--- config.mk ---
export PLATFORM = sky130hd
export DESIGN_NAME = fetch_sequencer
export DESIGN_NICKNAME = d
export VERILOG_FILES = /design/src/rtl/isa_pkg.sv /design/src/rtl/fetch_sequencer.sv
export SDC_FILE = /design/constraint.sdc
export NUM_CORES = 1
export LEC_CHECK = 0
export CAP_MARGIN = 20
export CORE_MARGIN = 3
export CORE_UTILIZATION = 28
export CTS_CLUSTER_DIAMETER = 60
export DETAILED_ROUTE_END_ITERATION = 8
export GPL_TIMING_DRIVEN = 0
export PLACE_DENSITY = 0.53
export SYNTH_ARGS = -nofsm -noshare
export SYNTH_HDL_FRONTEND = slang
export SYNTH_SLANG_ARGS = --single-unit
--- constraint.sdc ---
create_clock -name Clk -period 1.9 [get_ports Clk]
set_clock_uncertainty 0.05 [all_clocks]
set_input_delay 0.38 -clock Clk [delete_from_list [all_inputs] [get_ports Clk]]
set_output_delay 0.38 -clock Clk [all_outputs]
set_load 0.01 [all_outputs]
--- src/rtl/isa_pkg.sv ---
// Shared ISA definitions: instruction encoding constants and the fetch
// sequencer state type.
package isa_pkg;

    localparam int INST_W = 9;

    // Instruction word layout: [8:6] opcode, [5:4] field a, [3:2] field b, [1:0] field c.
    localparam int OPCODE_W   = 3;
    localparam int OPCODE_LSB = 6;
    localparam int FIELD_W    = 2;
    localparam int FIELD_A_LSB = 4;
    localparam int FIELD_B_LSB = 2;
    localparam int FIELD_C_LSB = 0;

    localparam logic [INST_W-1:0] HALT_WORD = 9'b111_11_11_11;

    typedef enum logic [1:0] {
        IDLE = 2'd0,
        RUN  = 2'd1,
        HALT = 2'd2
    } fetch_state_t;

endpackage

--- src/rtl/fetch_sequencer.sv ---
// Program counter owner: drives the ROM address, registers one instruction
// per cycle into the issue slot, and handles start, stall, redirect and halt.
module fetch_sequencer
    import isa_pkg::*;
#(
    parameter int A = 16,
    parameter int W = INST_W
) (
    input  logic         Clk,
    input  logic         Reset_n,
    input  logic         Start,
    input  logic         Stall,
    input  logic         BranchTaken,
    input  logic [A-1:0] BranchTarget,
    input  logic [W-1:0] InstOut,
    output logic [A-1:0] InstAddress,
    output logic [W-1:0] Inst,
    output logic         InstValid,
    output logic         Busy,
    output logic         Done,
    output logic [15:0]  InstCount
);

    fetch_state_t state_q, state_d;
    logic [A-1:0] pc_q, pc_d;
    logic [W-1:0] inst_q, inst_d;
    logic         valid_q, valid_d;
    logic         done_q, done_d;
    logic [15:0]  count_q, count_d;

    // NOTE: every next-state signal gets a default before the case, so no
    // path through this block can leave one unassigned and infer a latch.
    always_comb begin
        state_d = state_q;
        pc_d    = pc_q;
        inst_d  = inst_q;
        valid_d = 1'b0;
        done_d  = done_q;
        count_d = count_q;

        unique case (state_q)
            IDLE: begin
                pc_d = '0;
                if (Start) begin
                    state_d = RUN;
                    count_d = '0;
                end
            end

            RUN: begin
                if (Stall) begin
                    // hold everything; redirect request stays pending upstream
                end else if (BranchTaken) begin
                    pc_d = BranchTarget;
                end else if (InstOut == W'(HALT_WORD)) begin
                    state_d = HALT;
                    done_d  = 1'b1;
                end else begin
                    inst_d  = InstOut;
                    valid_d = 1'b1;
                    pc_d    = pc_q + A'(1);
                    count_d = (count_q == 16'hFFFF) ? count_q : count_q + 16'd1;
                end
            end

            HALT: begin
                if (Start) begin
                    state_d = RUN;
                    pc_d    = '0;
                    count_d = '0;
                    done_d  = 1'b0;
                end
            end

            default: begin
                state_d = IDLE;
                pc_d    = '0;
            end
        endcase
    end

    // NOTE: state registers use non-blocking assignments so every register
    // samples the pre-edge value of every other, independent of block order.
    always_ff @(posedge Clk or negedge Reset_n) begin
        if (!Reset_n) begin
            state_q <= IDLE;
            pc_q    <= '0;
            inst_q  <= '0;
            valid_q <= 1'b0;
            done_q  <= 1'b0;
            count_q <= '0;
        end else begin
            state_q <= state_d;
            pc_q    <= pc_d;
            inst_q  <= inst_d;
            valid_q <= valid_d;
            done_q  <= done_d;
            count_q <= count_d;
        end
    end

    assign InstAddress = pc_q;
    assign Inst        = inst_q;
    assign InstValid   = valid_q;
    assign Busy        = (state_q == RUN);
    assign Done        = done_q;
    assign InstCount   = count_q;

endmodule

== Word-level counts from Yosys, hierarchy flattened ==
Cells that the tools add are included.
Word-level totals
  bits in registers: 45
  latch bits: 0
  input bits: 30
  output and inout bits: 44
  ROM bits: 0
  RAM bits: 0
  memories kept: 0
  word-level logic and storage cells: 56
Cells by class
  shifts and indexed selects: 0
  eq/ne operators: 12
  $mul: 0
  $add $sub $neg: 2
  bitwise operators: 3
  div/mod/pow operators: 0
  $lt $le $gt $ge: 0
  reduce and logical (&&, ||, !) cells: 9
  muxes and demuxes: 24
Operators by type and width (count)
  16-bit two-way mux: 8
  16-bit case mux with 2 select lines: 2
  16-bit by 1-bit adder with 16-bit output (second input constant): 2
  16-bit equality test (second input constant): 1
  2-bit != test (second input constant): 5
  9-bit equality test (second input constant): 1
  1-bit two-way mux: 8
  2-bit two-way mux: 4
  4-bit AND reduction: 2
  6-bit AND reduction: 1
  5-bit AND reduction: 1
  2-bit by 1-bit != test with 1-bit output (second input constant): 2
  2-bit case mux with 2 select lines: 1
  2-bit nonzero test: 2
  3-bit != test (second input constant): 1
  1-bit NOT: 3
  3-bit AND reduction: 1
  2-bit by 1-bit equality test with 1-bit output (second input constant): 1
  2-bit equality test (second input constant): 1
  2-bit logical NOT: 1
  1-bit case mux with 2 select lines: 1
  2-bit OR reduction: 1

== Longest topological paths before layout ==
Gate-level depths: netlist of run 1.
  depth in word-level cells: 6
  depth in mapped cells: 10
  gate-level depth less buffers: 6

== Least setup slack after synthesis of run 1 ==
Ideal clock, no wire load.
  path type: register -> register
  from: register count_q[0], in the netlist InstCount[0]
  to: register count_q[13], in the netlist InstCount[13]
  library setup time: 0.069 ns
  stages on the path, launching flop included: 8
  period minus slack after synthesis: 1.919 ns
  path buffers: 1
  arrival: 1.800 ns
  path slack: -0.019 ns
  cell sequence: dfrtp_1 -> ha_1 -> and3_1 -> nand3_1 -> o22ai_2 -> buf_6 -> or4b_1 -> nand3_1
Between the ends
  word-level cells in the longest chain between the ends: 6
RTL lines
  start: declaration: RTL line fetch_sequencer.sv:29  | logic [15:0] count_q, count_d;
  start signal: assignment: RTL line fetch_sequencer.sv:98  | count_q <= count_d;
  16-bit by 1-bit adder with 16-bit output: RTL line fetch_sequencer.sv:62  | count_d = (count_q == 16'hFFFF) ? count_q : count_q + 16'd1;
  16-bit two-way mux: RTL line fetch_sequencer.sv:62
  16-bit two-way mux: RTL line fetch_sequencer.sv:55  | end else if (InstOut == W'(HALT_WORD)) begin
  16-bit two-way mux: RTL line fetch_sequencer.sv:53  | end else if (BranchTaken) begin
  16-bit two-way mux: RTL line fetch_sequencer.sv:51  | if (Stall) begin
  16-bit case mux with 2 select lines: RTL line fetch_sequencer.sv:41  | unique case (state_q)
Parallel ways exist; a longest one is shown, timed or not. The select of a mux whose other input is x is not followed.
A chain may end at the register's enable or synchronous reset.

== Final worst setup path of run 1 ==
  from: register state_q[1]
  to: register count_q[13], in the netlist InstCount[13]
Between the ends
  word-level cells in the longest chain between the ends: 4
RTL lines
  start: declaration: RTL line fetch_sequencer.sv:24  | fetch_state_t state_q, state_d;
  start signal: assignment: RTL line fetch_sequencer.sv:93  | state_q <= state_d;
  2-bit equality test or 2-bit logical NOT (tied branches): RTL line fetch_sequencer.sv:41
  2-bit OR reduction (no line)
  2-bit by 1-bit != test with 1-bit output (no line) or 2-bit nonzero test (tied branches)
  6-bit AND reduction (no line)
Parallel ways exist; a longest one is shown, timed or not.

==> metrics.cfg, run 1 <==
[worst_setup_path]
cp_num_buf_inv=2
endpoint_kind=flop
slowest_stage=or4b_1
crit_path_max_fanout=7
worstPathRequired_ns=2.10
crit_path_max_incr_delay_ns=0.49
arrival_ns=2.11
start_kind=flop
critical_path.top_delay_family=simple AND/OR/NAND/NOR gates
crit_chain=nor4b_4, o31ai_4, clkinv_4, o22ai_4, buf_6, or4b_1, nand3_1
worstSetupPathType=reg2reg

[synthesis]
ys_ff_latch=45
synth_seq_area_share=0.444
avgSynthCellArea_um2=8.72
syn_inst=291
yosysMostFrequentCell=nand2_1
ys_top_cells_by_count=48 x nand2_1, 45 x dfrtp_1, 29 x o21ai_0, 22 x nand3_1, 15 x a21oi_1
yosysUniqueCellTypes=49
synthTopCellsByArea=dfrtp_1 44%, nand2_1 7.1%, o21ai_0 5.7%
synth-edff-count=0
syn-num-nets=323
ys_warn_count=0
synth_top_cell_by_area=dfrtp_1
synth_ff_type=dfrtp_1
synth.top_cell.area_share=0.444
netlist_area_um2=2540
async_reset_ff_frac=1.00

[floorplan]
initial_core_util=0.290
die-area_um2=10200
coreArea_um2=8760
die_w_um=101
die_h_um=101
rows=34
ios=74

[cells_and_area]
area_growth_pct=50.6
nNetsFinal=429
final_cells=505
antennaDiodeCount=0
fill_cells=898
drive_gt1_frac=0.189

[timing]
tightest_slew_ns=0.542
fin_tns_setup_ns=-0.00580
slew_headroom=0.638
period_minus_slack_ns=1.91
setup_viol=1
fmax_ghz=0.525
finalCritPeriodShare=1.00
final_hold_viol_count=0
worst_slack_ns=-0.00580
rsz0062_at_grt=true
final_max_slew_viol_count=0
hold_slack_ns=0.380

[placed_design]
gp_congestion=0.873
post-dp-hpwl_mm=5.63
pre_cts_ws_ns=-0.905
port_buffers=72
dp_cells=472

[hold_path]
hold_path.class=in2reg

[clock_network]
cts.sink_count=45
path_clk_slew_ns=0.09
cts.path.max_buffers=2
cts_root_buf=clkbuf_8
cts_tree=built
cts_max_level=2
clk_latency_ns=0.31
cts_inserted_buffers=5

[pwr]
p_per_area_nw_per_um2=766
leakage_nw=1.61
vdd_drop_max_v=0.000268
total_power_mw=2.93

[drt]
finalWirelength_mm=8.24
detail_route.wl_per_cell_um=16.3
drtPass1Iterations=4
vias_per_cell=5.26
vias=2657
antenna_left=0
drt_iter0_drc=177
drc=0

[grt]
grt_pass1_wl_mm=13.6
overflow=0
groute.usage.overall=0.167
grt_pass1_vias=2636
grt_max_degree=28
antenna_found_initial=0

[run_status]
violations=setup timing
outcome=finished with violations

[job]
drv_cap=0

-- path summary, 6_finish.rpt --
path,from,endpoint,slack (ns),cells after the start
setup / recovery,state_q[1],InstCount[13],-0.006,7
hold / removal,InstOut[8],Inst[8],0.38,3
setup reg to reg,state_q[1],InstCount[13],-0.006,7
hold reg to reg,Inst[7],Inst[7],0.43,2
max in group asynchronous,Reset_n,InstAddress[8],0.78,3
min in group asynchronous,Reset_n,InstCount[0],0.49,2
-- cell type report --
cell class	instances	area, um^2	share of cell area
plain buffers	17	123	0.0321
clock buffers	7	86.3	0.0226
well taps	108	135	0.0354
multi-input cells	222	1390	0.364
repair buffers	100	923	0.242
inverters	6	27.5	0.00720
flip-flops and latches	45	1130	0.297
-- per-layer routing --
metal / track usage / share of wire
met2: 0.261 / 0.47
met1: 0.235 / 0.47
met5: 0 / 0
met4: 0.0419 / 0.013
met3: 0.0351 / 0.050
-- registers in the layout (all words and copies together), names as in the netlist --
signal and flops:
InstCount 16, Done 1, InstValid 1, InstAddress 16, Inst 9, state_q 2
-- per-stage QoR --
step	util	cell area, um^2
finish	0.436	3820
global route	0.436	3820
CTS	0.428	3750
detailed placement	0.390	3410
global placement	0.388	3400
floorplan	-	2540
-- layout by cell type, fill, tap and decap left out, drive strengths merged, types with 6 or more instances in the layout --
master         count
clkdlybuf4s50     60
nand2             48
dfrtp             45
buf               37
o21ai             31
nand3             22
clkbuf            16
a21oi             15
nor2              12
dlygate4sd2       10
nor3               8
a22o               7
o31ai              7
nand4              6
-- where the power goes --
part | total (mW) | switching, mW | leakage [nW] | internal (mW)
Clock | 0.643 | 0.353 | 0.0443 | 0.290
Sequential | 1.23 | 0.145 | 0.516 | 1.09
Combinational | 1.05 | 0.481 | 1.05 | 0.574
Total | 2.93 | 0.979 | 1.61 | 1.95
-- cells by family (layout without fill, tap and decap cells) --
group / after synthesis / after routing / synth area share
and+or+nand+nor: 132 / 132 / 0.272
adders and majority gates: 2 / 2 / 0.00986
DFF: 45 / 45 / 0.444
muxes: 4 / 4 / 0.0158
buffers and inverters: 24 / 130 / 0.0453
AOI/OAI and AO/OA: 84 / 84 / 0.213
-- timing repair --
| action | 4_1_cts | 5_1_grt |
|---|---|---|
| hold endpoints to repair | 18 | 0 |
| setup endpoints to repair | 43 | 40 |
| buffers inserted | 20 | 6 |
| pin swaps | 9 | 2 |
| gates resized for setup | 46 | 15 |
| hold buffers | 1 | 0 |
-- tightest hold or removal path, cell delays in order --
cell and delay, ns:
dlygate4sd2_1 0.22, nand2_1 0.05, nand2_1 0.05
No activity file was read; power rests on OpenSTA's default activity.
==> inputs of run 2 (changes only) <==
--- a/config.mk
+++ b/config.mk
@@ -12,6 +12,7 @@
 export DETAILED_ROUTE_END_ITERATION = 8
 export GPL_TIMING_DRIVEN = 0
 export PLACE_DENSITY = 0.53
+export SKIP_CTS_REPAIR_TIMING = 1
 export SYNTH_ARGS = -nofsm -noshare
 export SYNTH_HDL_FRONTEND = slang
 export SYNTH_SLANG_ARGS = --single-unit
==> run 2 against run 1 <==
  * The flow still finishes with violations (setup timing)
  * Clock power grew 0.8%
  * Fmax shrank 1.3%
  * Register-to-register slack got worse by 0.02 ns
  * Sequential power hardly changed
  * Clock-buffer cell count is the same
  * Utilization up 2.3 points
  * Critical path depth unchanged
  * Total power up 1.9%
  * Cell count rose by 1.8%
  * Sequential share of layout area fell by 1.4 points
  * First-iteration DRC count increased by 1.7%
  * Largest power group unchanged
==> metrics.cfg, run 2 (synthesis gave the netlist of run 1 again) <==
[timing]
finalCritPeriodShare=1.02  ; +0.0129
slew_headroom=0.630  ; -0.00868
rsz0062_at_grt=true
fmax_ghz=0.518  ; -1.3%
tightest_slew_ns=0.555  ; +0.0130 ns
final_hold_viol_count=0  ; unchanged
period_minus_slack_ns=1.93  ; +0.0244 ns
final_max_slew_viol_count=0  ; unchanged
worst_slack_ns=-0.0302  ; -0.0244 ns
setup_viol=8  ; +7

[cells_and_area]
area_growth_pct=58.4
final_common_cell=clkdlybuf4s50_1
antennaDiodeCount=0  ; unchanged
layout_common_cells=60 x clkdlybuf4s50_1, 42 x nand2_1, 37 x dfrtp_1
seqCellArea_um2=1140  ; +0.11%
final_cells=514  ; +1.8%
multi_input_area_um2=1430  ; +2.7%
drive_gt1_frac=0.214  ; +0.0254
nNetsFinal=438  ; +2.1%
final_core_util=0.459  ; +0.0227
fill_cells=867  ; -3.5%

[placed_design]
dp_cells=472  ; unchanged
port_buffers=72  ; unchanged
gp_congestion=0.873  ; unchanged
post-dp-hpwl_mm=5.63  ; unchanged

[drt]
vias=2663  ; +0.23%
finalWirelength_mm=8.37  ; +1.6%
drc=0  ; unchanged
antenna_left=0  ; unchanged
vias_per_cell=5.18  ; -1.5%
drt_iter0_drc=180  ; +1.7%
detail_route.wl_per_cell_um=16.3  ; -0.22%
drtPass1Iterations=5  ; +1

[floorplan]
coreArea_um2=8760  ; unchanged
die-area_um2=10200  ; unchanged
rows=34  ; unchanged
initial_core_util=0.290  ; unchanged
ios=74  ; unchanged
die_w_um=101  ; unchanged
die_h_um=101  ; unchanged

[worst_setup_path]
r2r_end=InstCount[13]
cp_num_buf_inv=2  ; unchanged
worstReg2RegStart=state_q[1]
reg2reg_slack_ns=-0.03  ; -0.02 ns
crit_chain=nor4b_4, o31ai_4, inv_4, o22ai_4, buf_6, or4b_1, nand3_1
crit_path_max_fanout=6  ; -1
slowest_stage=or4b_1
worstPathRequired_ns=2.10  ; about the same
crit_path_max_incr_delay_ns=0.51  ; +0.02 ns
start_kind=flop
worstSetupPathType=reg2reg
reg2regPathDepth=7  ; unchanged
arrival_ns=2.13  ; +0.02 ns
critical_path.top_delay_family=simple AND/OR/NAND/NOR gates
endpoint_kind=flop

[clock_network]
cts_root_buf=clkbuf_8
cts_inserted_buffers=5  ; unchanged
cts.sink_count=45  ; unchanged
cts_max_level=2  ; unchanged
cts.path.max_buffers=2  ; unchanged
clk_latency_ns=0.31  ; about the same
cts_tree=built
path_clk_slew_ns=0.09  ; about the same

[pwr]
leakage_nw=1.75  ; +8.6%
vdd_drop_max_v=0.000289  ; +7.5%
p_per_area_nw_per_um2=742  ; -3.1%
total_power_mw=2.99  ; +1.9%

[job]
drv_cap=0  ; unchanged

[grt]
grt_pass1_wl_mm=12.6  ; -7.1%
antenna_found_initial=0  ; unchanged
overflow=0  ; unchanged
grt_pass1_vias=2424  ; -8.0%
grt_max_degree=28  ; unchanged
groute.usage.overall=0.154  ; -0.0124

[hold_path]
min_path_cells=3  ; unchanged
holdCritStartpoint=InstOut[7]
hold_end=Inst[7]
hold_path.class=in2reg

[run_status]
violations=setup timing
outcome=finished with violations

-- run 2: cell count changes in the layout (fill, tap and decap cells not counted), sizes merged --
cell and change:
dlymetal6s2s +11, dlygate4sd2 -10, buf +4, clkbuf +4, clkinv -1, inv +1
-- run 2: report_power, final --
part	internal, mW	switching, mW	leakage (nW)
registers	1.09	0.168	0.515
clock network	0.290	0.358	0.0443
logic	0.609	0.473	1.19
-- run 2: final cells by class --
class | instances | share of cell area
Buffer | 18 | 0.0327
Sequential cell | 45 | 0.283
Inverter | 6 | 0.00622
Multi-Input combinational cell | 222 | 0.356
Clock buffer | 7 | 0.0215
Tap cell | 108 | 0.0336
Timing Repair Buffer | 108 | 0.268
-- run 2: tightest hold or removal path, delay by kind of cell --
kind	cells	cell delay, ns
simple gates	2	0.11
buf+inv	1	0.11
-- run 2: worst max path at each step --
stage | from | end | slack (ns) | cells after the start
4_1_cts | InstOut[8] | InstAddress[0] | -0.57 | 6
5_1_grt | state_q[1] | InstCount[13] | -0.12 | 7
3_3_place_gp | Reset_n | InstAddress[0] | -1.04 | 1
2_1_floorplan | BranchTaken | InstCount[13] | 0.02 | 8
6_report | state_q[1] | InstCount[13] | -0.03 | 7
3_5_place_dp | InstOut[8] | InstAddress[12] | -0.91 | 6
-- run 2: metrics by stage --
step	hold WS (ns)	TNS (ns)	cell area, um^2	setup WS, ns
global route	0.294	-0.939	4020	-0.123
floorplan	0.0344	0	2540	0.0154
finish	0.271	-0.162	4020	-0.0302
detailed placement	0.310	-25.45	3410	-0.905
CTS	-0.0265	-12.24	3500	-0.570
global placement	0.415	-71.88	3400	-1.04
-- run 2: metal layers --
layer | vias to the layer above | track usage | wire (um)
met5 | - | 0 | 0
met1 | 1289 | 0.220 | 3930
li1 | 1306 | - | -
met4 | 0 | 0.0419 | 97
met3 | 8 | 0.0337 | 354
met2 | 60 | 0.236 | 3990
==> inputs of run 3 (changes only) <==
--- a/config.mk
+++ b/config.mk
@@ -6,12 +6,14 @@
 export NUM_CORES = 1
 export LEC_CHECK = 0
 export CAP_MARGIN = 20
+export CELL_PAD_IN_SITES_DETAIL_PLACEMENT = 0
+export CELL_PAD_IN_SITES_GLOBAL_PLACEMENT = 1
 export CORE_MARGIN = 3
 export CORE_UTILIZATION = 28
 export CTS_CLUSTER_DIAMETER = 60
 export DETAILED_ROUTE_END_ITERATION = 8
 export GPL_TIMING_DRIVEN = 0
-export PLACE_DENSITY = 0.53
+export PLACE_DENSITY = 0.68
 export SKIP_CTS_REPAIR_TIMING = 1
 export SYNTH_ARGS = -nofsm -noshare
 export SYNTH_HDL_FRONTEND = slang
==> run 3 against run 2 <==
  * The flow still finishes with violations (setup timing)
  * Clock-buffer cell count fell by 2
  * Combinational power down 5%
  * Register-to-register slack better by 0.02 ns
  * First-iteration DRC count shrank 54%
  * Fmax increased by 1.0%
  * Cell count decreased by 3.3%
  * Total power increased by 6.7%
  * Highest routed layer unchanged
==> metrics.cfg, run 3 (synthesis gave the netlist of run 1 again) <==
[drt]
drt_iter0_drc=83  ; -54%
drc=0  ; unchanged
detail_route.wl_per_cell_um=16.8  ; +3.2%
finalWirelength_mm=8.35  ; -0.23%
vias_per_cell=5.28  ; +1.9%
antenna_left=0  ; unchanged
vias=2623  ; -1.5%
drtPass1Iterations=4  ; -1

[clock_network]
cts_inserted_buffers=5  ; unchanged
cts_max_level=2  ; unchanged
cts.sink_count=45  ; unchanged
cts_tree=built
clk_latency_ns=0.31  ; about the same
path_clk_slew_ns=0.10  ; about the same
cts_root_buf=clkbuf_8
cts.path.max_buffers=2  ; unchanged

[grt]
grt_pass1_vias=2514  ; +3.7%
groute.usage.overall=0.157  ; +0.00242
antenna_found_initial=0  ; unchanged
grt_pass1_wl_mm=12.9  ; +2.4%
overflow=0  ; unchanged
grt_max_degree=28  ; unchanged

[worst_setup_path]
endpoint_kind=flop
worstPathRequired_ns=2.10  ; about the same
start_kind=flop
arrival_ns=2.11  ; -0.02 ns
reg2reg_slack_ns=-0.01  ; +0.02 ns
worstSetupPathType=reg2reg
crit_path_max_fanout=5  ; -1

[cells_and_area]
nNetsFinal=420  ; -4.1%
final_cells=497  ; -3.3%
multi_input_area_um2=1460  ; +1.8%
final_common_cell=clkdlybuf4s50_1
fill_cells=874  ; +0.81%
seqCellArea_um2=1140  ; +0.11%
fin_area_um2=3940  ; -2.0%
area_growth_pct=55.3
layout_common_cells=60 x clkdlybuf4s50_1, 42 x nand2_1, 36 x dfrtp_1
drive_gt1_frac=0.195  ; -0.0189
antennaDiodeCount=0  ; unchanged

[timing]
worst_slack_ns=-0.0107  ; +0.0195 ns
setup_viol=3  ; -5
tightest_slew_ns=0.530  ; -0.0250 ns
final_max_slew_viol_count=0  ; unchanged
slew_headroom=0.646  ; +0.0167
final_hold_viol_count=0  ; unchanged
rsz0062_at_grt=true
period_minus_slack_ns=1.91  ; -0.0195 ns
finalCritPeriodShare=1.01  ; -0.0103
fmax_ghz=0.523  ; +1.0%
hold_slack_ns=0.248  ; -0.0234 ns

[placed_design]
dp_cells=472  ; unchanged
placed_area_um2=3410  ; unchanged
gp_congestion=0.818  ; -6.4%
post-dp-hpwl_mm=5.69  ; +1.1%
port_buffers=72  ; unchanged

[floorplan]
die_w_um=101  ; unchanged
die_h_um=101  ; unchanged
die-area_um2=10200  ; unchanged
ios=74  ; unchanged
rows=34  ; unchanged
initial_core_util=0.290  ; unchanged
coreArea_um2=8760  ; unchanged

[run_status]
violations=setup timing
outcome=finished with violations

[pwr]
vdd_drop_max_v=0.000315  ; +9.3%
total_power_mw=3.18  ; +6.7%
leakage_nw=1.69  ; -3.5%
p_per_area_nw_per_um2=808  ; +8.8%

[hold_path]
hold_path.class=in2reg

[job]
drv_cap=0  ; unchanged

==> run 3: report_power, final <==
part	switching, mW	internal (mW)	leakage (nW)
Clock	0.365	0.523	0.0681
Combinational	0.464	0.563	1.10
Sequential	0.181	1.09	0.514
Total	1.01	2.17	1.69
==> run 3: area by class of cell <==
class | count | share of cell area
clock inverter | 3 | 0.0165
sequential | 45 | 0.288
multi-input combinational | 222 | 0.369
tap | 108 | 0.0343
buffer | 16 | 0.0314
clock buffer | 5 | 0.0175
timing repair buffer | 92 | 0.236
inverter | 6 | 0.00635
==> run 3: path summary, 6_finish.rpt <==
kind / start / to / cells after the start
max in group asynchronous: Reset_n / InstAddress[8] / 3
worst max register to register: state_q[1] / InstCount[14] / 7
min in group asynchronous: Reset_n / InstCount[0] / 2
worst min register to register: Done / Done / 2
worst min-delay path: InstOut[7] / Inst[7] / 3
worst max-delay path: state_q[1] / InstCount[14] / 7
==> run 3: worst max-delay path, stage by stage (launching register included) <==
cell and delay, ns:
dfrtp_2 0.46, nor4b_4 0.30, o31ai_4 0.14, inv_4 0.09, o22ai_4 0.08, buf_2 0.16, or4b_1 0.46, nand3_1 0.09
==> run 3: routing by layer <==
| layer | routed length (um) | track usage |
|---|---|---|
| met1 | 3890 | 0.223 |
| met4 | 76 | 0.0307 |
| met5 | 0 | 0 |
| met2 | 4030 | 0.253 |
| met3 | 351 | 0.0262 |
==> run 3: through the flow <==
stage | setup slack, ns | TNS [ns] | util
after global routing | -0.103 | -1.18 | 0.450
after global placement | -1.06 | -72.51 | 0.388
after detailed placement | -0.853 | -25.20 | 0.390
after floorplan | 0.0154 | 0 | -
final | -0.0107 | -0.0212 | 0.450
after CTS | -0.505 | -11.74 | 0.405
